`config.mk`:
```
export PLATFORM = sky130hd
export DESIGN_NAME = chunked_add_sub
export DESIGN_NICKNAME = d
export VERILOG_FILES = /design/src/rtl/add_sub_pkg.sv /design/src/rtl/chunk_adder.sv /design/src/rtl/full_adder.sv /design/src/rtl/chunked_add_sub.sv
export SDC_FILE = /design/constraint.sdc
export NUM_CORES = 1
export LEC_CHECK = 0
export CAP_MARGIN = 20
export CELL_PAD_IN_SITES_DETAIL_PLACEMENT = 1
export CELL_PAD_IN_SITES_GLOBAL_PLACEMENT = 1
export CORE_MARGIN = 3
export CORE_UTILIZATION = 30
export CTS_BUF_LIST = sky130_fd_sc_hd__clkbuf_4
export CTS_CLUSTER_SIZE = 12
export DETAILED_ROUTE_END_ITERATION = 8
export DONT_BUFFER_PORTS = 1
export PLACE_DENSITY = 0.51
export SETUP_SLACK_MARGIN = 0.15
export SLEW_MARGIN = 20
export SYNTH_ARGS = -nofsm -noshare
export SYNTH_HDL_FRONTEND = slang
export SYNTH_HIERARCHICAL = 1
export SYNTH_SLANG_ARGS = --single-unit
```
`constraint.sdc`:
```
create_clock -name clk -period 4.1 [get_ports clk]
set_clock_uncertainty 0.15 [all_clocks]
set_input_delay 0.615 -clock clk [delete_from_list [all_inputs] [get_ports clk]]
set_output_delay 0.615 -clock clk [all_outputs]
set_load 0.05 [all_outputs]
```
`src/rtl/add_sub_pkg.sv`:
```
// Shared definitions for the chunked adder/subtractor: FSM encoding and op codes.
package add_sub_pkg;

    typedef enum logic [1:0] {
        IDLE = 2'd0,
        RUN  = 2'd1,
        DONE = 2'd2
    } state_t;

    localparam logic OP_ADD = 1'b0;
    localparam logic OP_SUB = 1'b1;

endpackage

```
`src/rtl/chunk_adder.sv`:
```
// CHUNK-bit ripple adder built from full_adder cells; also exposes the carry into its MSB.
module chunk_adder #(
    parameter int CHUNK = 4
) (
    input  logic [CHUNK-1:0] a_i,
    input  logic [CHUNK-1:0] b_i,
    input  logic             cin_i,
    output logic [CHUNK-1:0] sum_o,
    output logic             cout_o,
    output logic             c_msb_o
);

    logic [CHUNK:0] c;

    assign c[0] = cin_i;

    for (genvar g = 0; g < CHUNK; g++) begin : g_fa
        full_adder u_fa (
            .a_i   (a_i[g]),
            .b_i   (b_i[g]),
            .cin_i (c[g]),
            .sum_o (sum_o[g]),
            .cout_o(c[g+1])
        );
    end

    assign cout_o  = c[CHUNK];
    assign c_msb_o = c[CHUNK-1];

endmodule

```
`src/rtl/full_adder.sv`:
```
// Single-bit full adder cell.
module full_adder (
    input  logic a_i,
    input  logic b_i,
    input  logic cin_i,
    output logic sum_o,
    output logic cout_o
);

    assign sum_o  = a_i ^ b_i ^ cin_i;
    assign cout_o = (a_i & b_i) | (cin_i & (a_i ^ b_i));

endmodule

```
`src/rtl/chunked_add_sub.sv`:
```
// Multi-cycle add/subtract: one CHUNK-bit slice per cycle, LSB first, through a shared chunk_adder.
module chunked_add_sub
    import add_sub_pkg::*;
#(
    parameter int WIDTH = 16,
    parameter int CHUNK = 4
) (
    input  logic             clk,
    input  logic             rst_n,
    input  logic             in_valid,
    output logic             in_ready,
    input  logic             add_sub,
    input  logic [WIDTH-1:0] in1,
    input  logic [WIDTH-1:0] in2,
    output logic             out_valid,
    input  logic             out_ready,
    output logic [WIDTH-1:0] out,
    output logic             cout,
    output logic             ovf,
    output logic             zero,
    output logic [1:0]       dbg_state
);

    localparam int NCH = WIDTH / CHUNK;
    localparam int CW  = (NCH > 1) ? $clog2(NCH) : 1;
    localparam logic [CW-1:0] LAST_CNT = CW'(NCH - 1);

    // Handshakes: a transfer happens on a rising edge where valid && ready are both high;
    // valid never depends on ready, and results hold stable until their transfer.

    state_t state_q, state_d;
    logic   accept, step, last;

    logic [WIDTH-1:0] a_q, b_q, res_q, res_d;
    logic             carry_q, cout_q, ovf_q, zero_q;
    logic [CW-1:0]    cnt_q;

    logic [CHUNK-1:0] ch_sum;
    logic             ch_cout, ch_cmsb;

    always_ff @(posedge clk) begin
        if (!rst_n) state_q <= IDLE;
        else        state_q <= state_d;
    end

    always_comb begin
        state_d   = state_q;
        in_ready  = 1'b0;
        out_valid = 1'b0;
        accept    = 1'b0;
        step      = 1'b0;
        last      = 1'b0;
        case (state_q)
            IDLE: begin
                in_ready = rst_n;
                if (in_valid) begin
                    accept  = 1'b1;
                    state_d = RUN;
                end
            end
            RUN: begin
                step = 1'b1;
                if (cnt_q == LAST_CNT) begin
                    last    = 1'b1;
                    state_d = DONE;
                end
            end
            DONE: begin
                out_valid = 1'b1;
                if (out_ready) state_d = IDLE;
            end
            default: state_d = IDLE;
        endcase
    end

    chunk_adder #(.CHUNK(CHUNK)) u_chunk_adder (
        .a_i    (a_q[CHUNK-1:0]),
        .b_i    (b_q[CHUNK-1:0]),
        .cin_i  (carry_q),
        .sum_o  (ch_sum),
        .cout_o (ch_cout),
        .c_msb_o(ch_cmsb)
    );

    // Result fills from the top so after NCH slices the first chunk sits at the LSB.
    if (NCH == 1) begin : g_res_single
        assign res_d = ch_sum;
    end else begin : g_res_multi
        assign res_d = {ch_sum, res_q[WIDTH-1:CHUNK]};
    end

    always_ff @(posedge clk) begin
        if (!rst_n) begin
            a_q     <= '0;
            b_q     <= '0;
            res_q   <= '0;
            carry_q <= 1'b0;
            cnt_q   <= '0;
            cout_q  <= 1'b0;
            ovf_q   <= 1'b0;
            zero_q  <= 1'b0;
        end else if (accept) begin
            a_q     <= in1;
            b_q     <= in2 ^ {WIDTH{add_sub}};
            carry_q <= (add_sub == OP_SUB);
            cnt_q   <= '0;
        end else if (step) begin
            a_q     <= a_q >> CHUNK;
            b_q     <= b_q >> CHUNK;
            carry_q <= ch_cout;
            res_q   <= res_d;
            cnt_q   <= cnt_q + CW'(1);
            if (last) begin
                cout_q <= ch_cout;
                ovf_q  <= ch_cout ^ ch_cmsb;
                zero_q <= (res_d == '0);
            end
        end
    end

    assign out       = res_q;
    assign cout      = cout_q;
    assign ovf       = ovf_q;
    assign zero      = zero_q;
    assign dbg_state = state_q;

endmodule

```
==> key figures, run 1 <==
Job
  • Max Cap Viol: 0

Global route
  • Largest net degree at the start of global routing: 43
  • Antenna violations before repair: 0
  • Total overflow reported by the global router: 0
  • Global routing usage summed across all routing layers: 14.0%
  • Via count of the first global-routing pass: 1988
  • Wire length of the first global-routing pass: 10.6 mm

Yosys
  • Cell taking the most area after synthesis: sky130_fd_sc_hd__dfxtp_1
  • Number of enable flip-flop cells after synthesis: 0
  • Biggest area contributors in the synthesized netlist: sky130_fd_sc_hd__dfxtp_1 45%, sky130_fd_sc_hd__nand2_1 8.8%, sky130_fd_sc_hd__a21oi_1 8.3%
  • Area share of the largest cell type after synthesis: 45.4%
  • Proportion of synthesized chip area in sequential cells: 45.4%
  • Distinct cells, synth: 30
  • Primary flip-flop cell chosen by synthesis mapping: sky130_fd_sc_hd__dfxtp_1
  • Synth Register Bits: 56
  • Net count after synthesis: 313
  • Avg Cell Area, Syn: 9.11 um2
  • Syn Std Cell Area: 2470 um2
  • Async set or reset register ratio after synthesis: 0%
  • Number of instances in the synthesized netlist: 271
  • Warning count from the yosys run: 6

Route
  • Antenna Nets Post-Route: 0
  • Residual DRC: 0
  • Total iterations of the first detailed-routing run: 4
  • Routed WL: 6.34 mm
  • Drt initial violations: 85
  • Overall via count from detail_route: 1872
  • Via density per instance: 5.17
  • WL per Instance: 17.5 um

Power
  • Combinational power share: 13.7%
  • Clock network fraction of design power: 24.4%
  • Maximum ir drop on the vdd rail: 0.141 mV
  • Share of power burned in registers: 62.0%
  • Static Leakage: 0.888 nW
  • Switching share of power: 29.7%
  • Power dissipated by switching net loads: 0.293 mW
  • Total power draw: 0.987 mW
  • Power density normalized to cell area: 390 nW/um2
  • Internal power summed over all cells: 0.694 mW

Placement
  • Placed Cells: 355
  • HPWL after detailed placement: 4.35 mm
  • Input/output buffers: 0
  • Routability Congestion: 0.708

CTS
  • Number of buffers added to fix hold violations after cts: 0
  • # clock sinks: 56
  • Latest clock arrival within the worst-skew pair: 0.38 ns
  • Maximum count of clock buffers along a single path: 2
  • Inserted Clock Buffers: 5
  • TritonCTS clock tree: done
  • Htree depth: 2
  • Total of cells resized after clock tree synthesis: 0
  • Clock Tree Root: sky130_fd_sc_hd__clkbuf_4
  • Clock transition at the registers of the reported paths: 0.15 ns
  • Setup fix buffers added after clock tree synthesis: 0

Worst setup path
  • Required time of the critical path: 3.34 ns
  • Setup crit end kind: output port
  • Arrival time reported for the critical path endpoint: 2.10 ns
  • Category of the most critical setup path: reg2out
  • Kind of start point of the critical path: register
  • Top fanout value on the critical path: 13

Timing
  • Slew @ Worst Pin: 1.03 ns
  • Setup-violating endpoint count in the final report: 0
  • Shortest period the worst path allows: 2.87 ns
  • Total Neg Setup Slack: 0 ns
  • Worst slew margin: 31.4%
  • Number of max-slew violations in the final report: 0
  • Unrepaired setup endpoints after global routing: false
  • Final period util: 70.0%
  • Worst hold slack after final layout: 0.202 ns
  • Highest clock frequency the design can meet: 348 MHz
  • Final hold vios: 0

Cells and area
  • Layout Nets: 302
  • Number of inserted filler cells in the final layout: 962
  • Area growth, synth to finish: 2.48%
  • Antenna cells: 0
  • Final cell count without fillers: 362
  • Layout cell share with drive strength beyond 1: 6.92%

Floorplan
  • Effective utilization at floorplan: 31.5%
  • Std-Cell Core Area: 7850 um2
  • I/O pins: 60
  • Row count: 32
  • Die X-Extent: 96.7 um
  • Area of the die: 9360 um2
  • Die Y-Extent: 96.7 um

Worst hold path
  • Hold Path Class: in2reg

Status
  • Run status: finished clean
[final cells by class]
class | instances | area (um2) | share of cell area (%)
Multi-Input combinational cell | 192 | 1200 | 47.4
Clock buffer | 6 | 45.0 | 1.78
Sequential cell | 56 | 1120 | 44.3
Tap cell | 102 | 128 | 5.04
Inverter | 1 | 3.75 | 0.148
Clock inverter | 1 | 5.00 | 0.198
Timing Repair Buffer | 4 | 30.0 | 1.19
[routing by layer]
layer,GRT usage [%],wire length [um],up-vias,part of all wire [%]
li1,-,-,923,-
met1,19.3,3060,903,48
met2,20.8,2790,40,44
met3,5.41,410,6,6.5
met4,3.24,80,0,1.3
met5,0,0,-,0
[through the flow]
| step | util, % | instance area [um2] | worst slack [ns] |
|---|---|---|---|
| floorplan | - | 2470 | 1.47 |
| global placement | 31.6 | 2480 | 1.39 |
| detailed placement | 31.6 | 2480 | 1.29 |
| CTS | 32.3 | 2530 | 1.19 |
| global route | 32.3 | 2530 | 1.08 |
| finish | 32.3 | 2530 | 1.23 |
[final timing paths]
path / slack, ns / end / cells past startpoint / startpoint
min: 0.20 / a_q[15] / 2 / in1[15]
max: 1.23 / in_ready / 3 / dbg_state[1]
min reg2reg: 0.32 / a_q[4] / 2 / a_q[4]
max reg2reg: 1.30 / zero / 7 / a_q[0]
[power by group through the flow]
stage	Clock [mW]	Sequential, mW	Combinational, mW
after floorplan	0	0.617	0.121
after global placement	0	0.623	0.136
after detailed placement	0	0.624	0.137
after CTS	0.256	0.612	0.137
after global routing	0.281	0.617	0.155
final	0.240	0.611	0.135
[cells in the mapped netlist (2+ instances only)]
cell                        count
sky130_fd_sc_hd__nor4_1         3
sky130_fd_sc_hd__a21oi_1       41
sky130_fd_sc_hd__nand3_1       11
sky130_fd_sc_hd__buf_6          6
sky130_fd_sc_hd__fa_1           4
sky130_fd_sc_hd__nand2b_1       3
sky130_fd_sc_hd__nor2_1         3
sky130_fd_sc_hd__nand2_1       58
sky130_fd_sc_hd__xor2_1        17
sky130_fd_sc_hd__clkbuf_1       5
sky130_fd_sc_hd__buf_4          3
sky130_fd_sc_hd__a22oi_1       25
sky130_fd_sc_hd__o2bb2ai_1     12
sky130_fd_sc_hd__dfxtp_1       56
sky130_fd_sc_hd__nor2b_1        2
sky130_fd_sc_hd__buf_2          8
[placed cells by master (no fill, tap or decap)]
master,instances
sky130_fd_sc_hd__o21bai_1,1
sky130_fd_sc_hd__xnor2_1,1
sky130_fd_sc_hd__nor4_1,3
sky130_fd_sc_hd__or3b_1,1
sky130_fd_sc_hd__o21ai_2,1
sky130_fd_sc_hd__o2bb2ai_1,12
sky130_fd_sc_hd__nand2_1,58
sky130_fd_sc_hd__nor2_1,3
sky130_fd_sc_hd__nor2b_1,2
sky130_fd_sc_hd__nand4_1,1
sky130_fd_sc_hd__nor3b_4,1
sky130_fd_sc_hd__dfxtp_1,56
sky130_fd_sc_hd__buf_4,4
sky130_fd_sc_hd__or4_1,1
sky130_fd_sc_hd__nor3_4,1
sky130_fd_sc_hd__fa_1,4
sky130_fd_sc_hd__nand3_1,11
sky130_fd_sc_hd__a21oi_1,41
sky130_fd_sc_hd__and2_1,1
sky130_fd_sc_hd__o21ai_1,1
sky130_fd_sc_hd__nand2b_1,2
sky130_fd_sc_hd__inv_2,1
sky130_fd_sc_hd__xor2_1,17
sky130_fd_sc_hd__nand3b_4,1
sky130_fd_sc_hd__clkbuf_4,6
sky130_fd_sc_hd__clkinv_2,1
sky130_fd_sc_hd__nor2b_2,1
sky130_fd_sc_hd__a22oi_1,25
sky130_fd_sc_hd__ha_1,1
sky130_fd_sc_hd__nand2b_2,1
[flip-flops by register name, indices dropped and copies added (netlist names)]
name	count
out	16
b_q	16
cnt_q	2
ovf	1
zero	1
cout	1
dbg_state	2
a_q	16
carry_q	1
[kinds of logic after synthesis]
family                   Yosys count  synth area share (%)
AO/OA/AOI/OAI                     81                  21.0
adder cells (fa/ha/maj)            5                  3.75
XOR/XNOR                          18                  6.38
AND/OR/NAND/NOR                   88                  17.3
buffers and inverters             23                  6.18
flip-flops                        56                  45.4
[worst max-delay path, stage by stage, from the launching register on]
cell and delay [ns]:
sky130_fd_sc_hd__dfxtp_1 0.60, sky130_fd_sc_hd__nand2b_1 0.27, sky130_fd_sc_hd__buf_4 0.18, sky130_fd_sc_hd__nor2_1 0.68
(Power assumes the default switching activity.)
==> run 2, diff against run 1 <==
clock period = 2.7 ns   (was 4.1 ns; I/O delays follow)
==> run 2 against run 1 <==
Cell count is 3.9% higher. Design area is 5.5% higher. Non-clock buffer count is 14 higher. Sequential share of layout area is 2.3 points lower. Critical path depth is 4 higher. Register-to-register slack worse by 1.2 ns. Clock-buffer cell count is 1 lower. Critical endpoint is now zero.
==> key figures, run 2 (synthesized netlist as in run 1, its figures left out) <==
Status
  • Run status: finished clean

Placement
  • Input/output buffers: 0
  • Routability Congestion: 0.695
  • Placed Cells: 363
  • Pre-CTS worst setup slack: -0.0356 ns
  • Total cell area at the placement stage: 2540 um2
  • HPWL after detailed placement: 4.47 mm

Route
  • Residual DRC: 0
  • Overall via count from detail_route: 1915
  • Antenna Nets Post-Route: 0
  • Routed WL: 6.38 mm
  • WL per Instance: 17.0 um
  • Met3 Wirelength: 370 um
  • Routed wl met2: 2.70 mm
  • Via density per instance: 5.09
  • Top routing layer used: met4
  • Drt initial violations: 45
  • Wire length the detailed router placed on met1: 3.22 mm
  • Total iterations of the first detailed-routing run: 4

CTS
  • Maximum count of clock buffers along a single path: 2
  • Latest clock arrival within the worst-skew pair: 0.38 ns
  • Clock transition at the registers of the reported paths: 0.16 ns
  • Inserted Clock Buffers: 5
  • TritonCTS clock tree: done
  • Setup fix buffers added after clock tree synthesis: 0
  • # clock sinks: 56
  • Htree depth: 2
  • Clock Tree Root: sky130_fd_sc_hd__clkbuf_4

Timing
  • Unrepaired setup endpoints after global routing: true
  • Number of max-slew violations in the final report: 0
  • Shortest period the worst path allows: 2.60 ns
  • Highest clock frequency the design can meet: 385 MHz
  • Setup-violating endpoint count in the final report: 0
  • Slew @ Worst Pin: 1.03 ns
  • Final critical-path setup slack: 0.102 ns
  • Total Neg Setup Slack: 0 ns
  • Worst slew margin: 31.1%
  • Final hold vios: 0
  • Final period util: 96.2%
  • Worst hold slack after final layout: 0.0537 ns

Cells and area
  • Layout cell share with drive strength beyond 1: 11.7%
  • Share of the core filled with cells in the final layout: 34.0%
  • Area growth, synth to finish: 8.11%
  • Final cell count without fillers: 376
  • Most common cell after layout, fill and taps aside: sky130_fd_sc_hd__nand2_1
  • Antenna cells: 0
  • Number of inserted filler cells in the final layout: 930
  • Layout Nets: 316
  • Commonest cells after routing, fill and taps aside: 58 x sky130_fd_sc_hd__nand2_1, 55 x sky130_fd_sc_hd__dfxtp_1, 41 x sky130_fd_sc_hd__a21oi_1, 25 x sky130_fd_sc_hd__a22oi_1, 17 x sky130_fd_sc_hd__xor2_1
  • Post-layout instance area: 2670 um2

Global route
  • Via count of the first global-routing pass: 1966
  • Global routing usage summed across all routing layers: 14.2%
  • Total overflow reported by the global router: 0
  • Wire length of the first global-routing pass: 10.8 mm
  • Antenna violations before repair: 0
  • Largest net degree at the start of global routing: 43

Floorplan
  • Row count: 32
  • Area of the die: 9360 um2
  • I/O pins: 60
  • Effective utilization at floorplan: 31.5%
  • Die X-Extent: 96.7 um
  • Std-Cell Core Area: 7850 um2
  • Die Y-Extent: 96.7 um

Worst setup path
  • Setup crit end kind: register
  • Top fanout value on the critical path: 2
  • Required time of the critical path: 2.88 ns
  • Arrival time reported for the critical path endpoint: 2.77 ns
  • Kind of start point of the critical path: register
  • Slowest stage cell, crit path: sky130_fd_sc_hd__fa_2
  • Cells on worst reg2reg path: 7
  • Sequence of cells on the critical path: fa_2 > fa_2 > fa_2 > fa_2 > nor4_2 > nand4_1 > o21ai_1
  • Cell occurring most often along the worst timing path: sky130_fd_sc_hd__fa_2
  • Category of the most critical setup path: reg2reg
  • Reg2Reg Setup Slack: 0.10 ns
  • Max stage delay on crit path: 0.43 ns

Power
  • Power density normalized to cell area: 568 nW/um2
  • Maximum ir drop on the vdd rail: 0.244 mV
  • Total power draw: 1.52 mW
  • Static Leakage: 0.947 nW

Job
  • Max Cap Viol: 0

Worst hold path
  • Hold Path Stages: 3
  • Hold Path Class: in2reg
[run 2: power breakdown]
group | leakage [nW] | internal [mW] | switching [mW] | total [mW]
Clock | 0.0271 | 0.0958 | 0.264 | 0.360
Sequential | 0.457 | 0.872 | 0.0528 | 0.925
Combinational | 0.462 | 0.0929 | 0.138 | 0.231
Total | 0.947 | 1.06 | 0.455 | 1.52
[run 2: layout make-up]
type | count | area (um2) | area share [%]
inverter | 1 | 3.75 | 0.141
clock buffer | 5 | 37.5 | 1.41
clock inverter | 2 | 12.5 | 0.469
sequential | 56 | 1120 | 42.0
multi-input combinational | 192 | 1220 | 45.5
tap | 102 | 128 | 4.78
timing repair buffer | 18 | 150 | 5.62
[run 2: path summary, 6_finish.rpt]
| check | from | end |
|---|---|---|
| max | a_q[0] | zero |
| min | in2[15] | b_q[15] |
| max reg2reg | a_q[0] | zero |
| min reg2reg | a_q[9] | a_q[9] |
[run 2: layer usage]
layer | track usage [%] | vias to the layer above
met3 | 4.61 | 8
met2 | 19.5 | 38
met4 | 4.21 | 0
li1 | - | 953
met1 | 20.8 | 916
met5 | 0 | -
[run 2: worst max-delay path, delay by kind of cell (launching register included)]
| family | cells | cell delay, ns |
|---|---|---|
| simple gates | 2 | 0.39 |
| flops | 1 | 0.37 |
| compound gates | 1 | 0.12 |
| fa+ha+maj | 4 | 1.53 |
[run 2: timing repair]
item	in CTS	in global routing
endpoints found under the hold margin	6	1
pin swaps	1	2
setup endpoints to repair	3	3
gates resized for setup	4	1
hold buffers	5	1
==> run 3, diff against run 2 <==
CORE_MARGIN = 2   (was 3)
==> run 3 against run 2 <==
Combinational power barely moved. Core utilization down 0.92 points. Die area decreased by 4.1%. Via count rose by 0.37%. Routed wire length shrank 0.91%. Clock power is 6.7% higher.
==> key figures, run 3 (synthesized netlist as in run 1, its figures left out) <==
Status
  • Run status: finished clean

Global route
  • Via count of the first global-routing pass: 1952
  • Total overflow reported by the global router: 0
  • Antenna violations before repair: 0
  • Wire length of the first global-routing pass: 10.4 mm
  • Largest net degree at the start of global routing: 24
  • Global routing usage summed across all routing layers: 15.1%

CTS
  • TritonCTS clock tree: done
  • Clock transition at the registers of the reported paths: 0.18 ns
  • Clock Tree Root: sky130_fd_sc_hd__clkbuf_4
  • Maximum count of clock buffers along a single path: 2
  • Htree depth: 2
  • Inserted Clock Buffers: 5
  • Latest clock arrival within the worst-skew pair: 0.38 ns
  • Setup fix buffers added after clock tree synthesis: 0
  • # clock sinks: 56

Placement
  • Routability Congestion: 0.684
  • Input/output buffers: 0
  • HPWL after detailed placement: 4.42 mm
  • Placed Cells: 365

Timing
  • Final hold vios: 0
  • Number of max-slew violations in the final report: 0
  • Setup-violating endpoint count in the final report: 0
  • Slew @ Worst Pin: 1.01 ns
  • Worst hold slack after final layout: 0.0427 ns
  • Unrepaired setup endpoints after global routing: true
  • Final period util: 94.5%
  • Worst slew margin: 32.6%
  • Highest clock frequency the design can meet: 392 MHz
  • Shortest period the worst path allows: 2.55 ns

Worst setup path
  • Kind of start point of the critical path: register
  • Family of cells with the greatest summed delay on the critical path: adder cells
  • Required time of the critical path: 2.88 ns
  • Top fanout value on the critical path: 2
  • Max stage delay on crit path: 0.44 ns
  • Cell occurring most often along the worst timing path: sky130_fd_sc_hd__fa_2
  • Category of the most critical setup path: reg2reg
  • Setup crit end kind: register
  • Sequence of cells on the critical path: fa_2 > fa_2 > fa_2 > fa_2 > nor4_2 > nand4_1 > o21ai_1
  • Crit path buf inv count: 0
  • Slowest stage cell, crit path: sky130_fd_sc_hd__fa_2
  • Arrival time reported for the critical path endpoint: 2.73 ns

Floorplan
  • Effective utilization at floorplan: 30.5%
  • I/O pins: 60
  • Die X-Extent: 94.7 um
  • Std-Cell Core Area: 8090 um2
  • Row count: 33
  • Die Y-Extent: 94.7 um
  • Area of the die: 8970 um2

Cells and area
  • Register area: 1120 um2
  • Layout cell share with drive strength beyond 1: 11.7%
  • Most common cell after layout, fill and taps aside: sky130_fd_sc_hd__nand2_1
  • Layout Nets: 315
  • Area growth, synth to finish: 8.46%
  • Commonest cells after routing, fill and taps aside: 58 x sky130_fd_sc_hd__nand2_1, 54 x sky130_fd_sc_hd__dfxtp_1, 41 x sky130_fd_sc_hd__a21oi_1, 25 x sky130_fd_sc_hd__a22oi_1, 17 x sky130_fd_sc_hd__xor2_1
  • Final cell count without fillers: 379
  • Area taken by multi-input logic gates: 1210 um2
  • Antenna cells: 0
  • Number of inserted filler cells in the final layout: 986

Power
  • Maximum ir drop on the vdd rail: 0.244 mV
  • Static Leakage: 0.950 nW
  • Power density normalized to cell area: 575 nW/um2
  • Total power draw: 1.54 mW

Route
  • Drt initial violations: 97
  • Routed WL: 6.32 mm
  • Via density per instance: 5.07
  • Overall via count from detail_route: 1922
  • WL per Instance: 16.7 um
  • Residual DRC: 0
  • Total iterations of the first detailed-routing run: 4
  • Antenna Nets Post-Route: 0

Job
  • Max Cap Viol: 0

Worst hold path
  • Hold Path Class: in2reg
## run 3: cell types whose count changed in the layout (fill, tap and decap cells not counted)
cell,delta
sky130_fd_sc_hd__clkbuf_4,+1
sky130_fd_sc_hd__buf_4,-2
sky130_fd_sc_hd__dlygate4sd3_1,-1
sky130_fd_sc_hd__o21bai_2,-1
sky130_fd_sc_hd__dfxtp_2,+1
sky130_fd_sc_hd__o21bai_1,+1
sky130_fd_sc_hd__inv_6,+1
sky130_fd_sc_hd__clkinv_1,+1
sky130_fd_sc_hd__dfxtp_1,-1
sky130_fd_sc_hd__clkinvlp_4,-1
sky130_fd_sc_hd__buf_12,+1
## run 3: worst paths after layout
kind	from	end	slack [ns]	cells after the start
hold / removal	out_ready	dbg_state[1]	0.04	2
setup reg to reg	a_q[0]	zero	0.15	7
hold reg to reg	a_q[7]	a_q[7]	0.32	2
setup / recovery	a_q[0]	zero	0.15	7
## run 3: timing repair
item | 4_1_cts | 5_1_grt
endpoints found under the setup margin | 2 | 2
gates resized for setup | 4 | 2
hold endpoints to repair | 8 | 0
hold buffers | 5 | 0
pin swaps | 0 | 1
## run 3: layer usage
layer	share of wire (%)	GRT usage, %	vias up
met5	0	0	-
met1	49	21.4	927
met2	44	22.4	46
met4	0.84	3.99	0
met3	6.3	4.15	4
li1	-	-	945
## run 3: layout make-up
| type | instances | area share, % |
|---|---|---|
| clock buffers | 5 | 1.40 |
| clock inverters | 3 | 0.654 |
| flip-flops and latches | 56 | 41.9 |
| multi-input cells | 192 | 45.3 |
| repair buffers | 17 | 5.70 |
| inverters | 1 | 0.140 |
| well taps | 105 | 4.90 |
## run 3: power breakdown
group | switching (mW) | total [mW] | internal, mW
Combinational | 0.139 | 0.233 | 0.0938
Sequential | 0.0512 | 0.923 | 0.872
Clock | 0.282 | 0.384 | 0.102
Total | 0.472 | 1.54 | 1.07
## run 3: per-stage QoR
stage	util (%)	worst slack (ns)	area [um2]	TNS [ns]
floorplan	-	0.123	2470	0
global placement	31.5	0.0289	2550	0
detailed placement	31.5	-0.0340	2550	-0.0340
CTS	33.0	0.0832	2670	0
global route	33.1	0.0278	2680	0
finish	33.1	0.149	2680	0
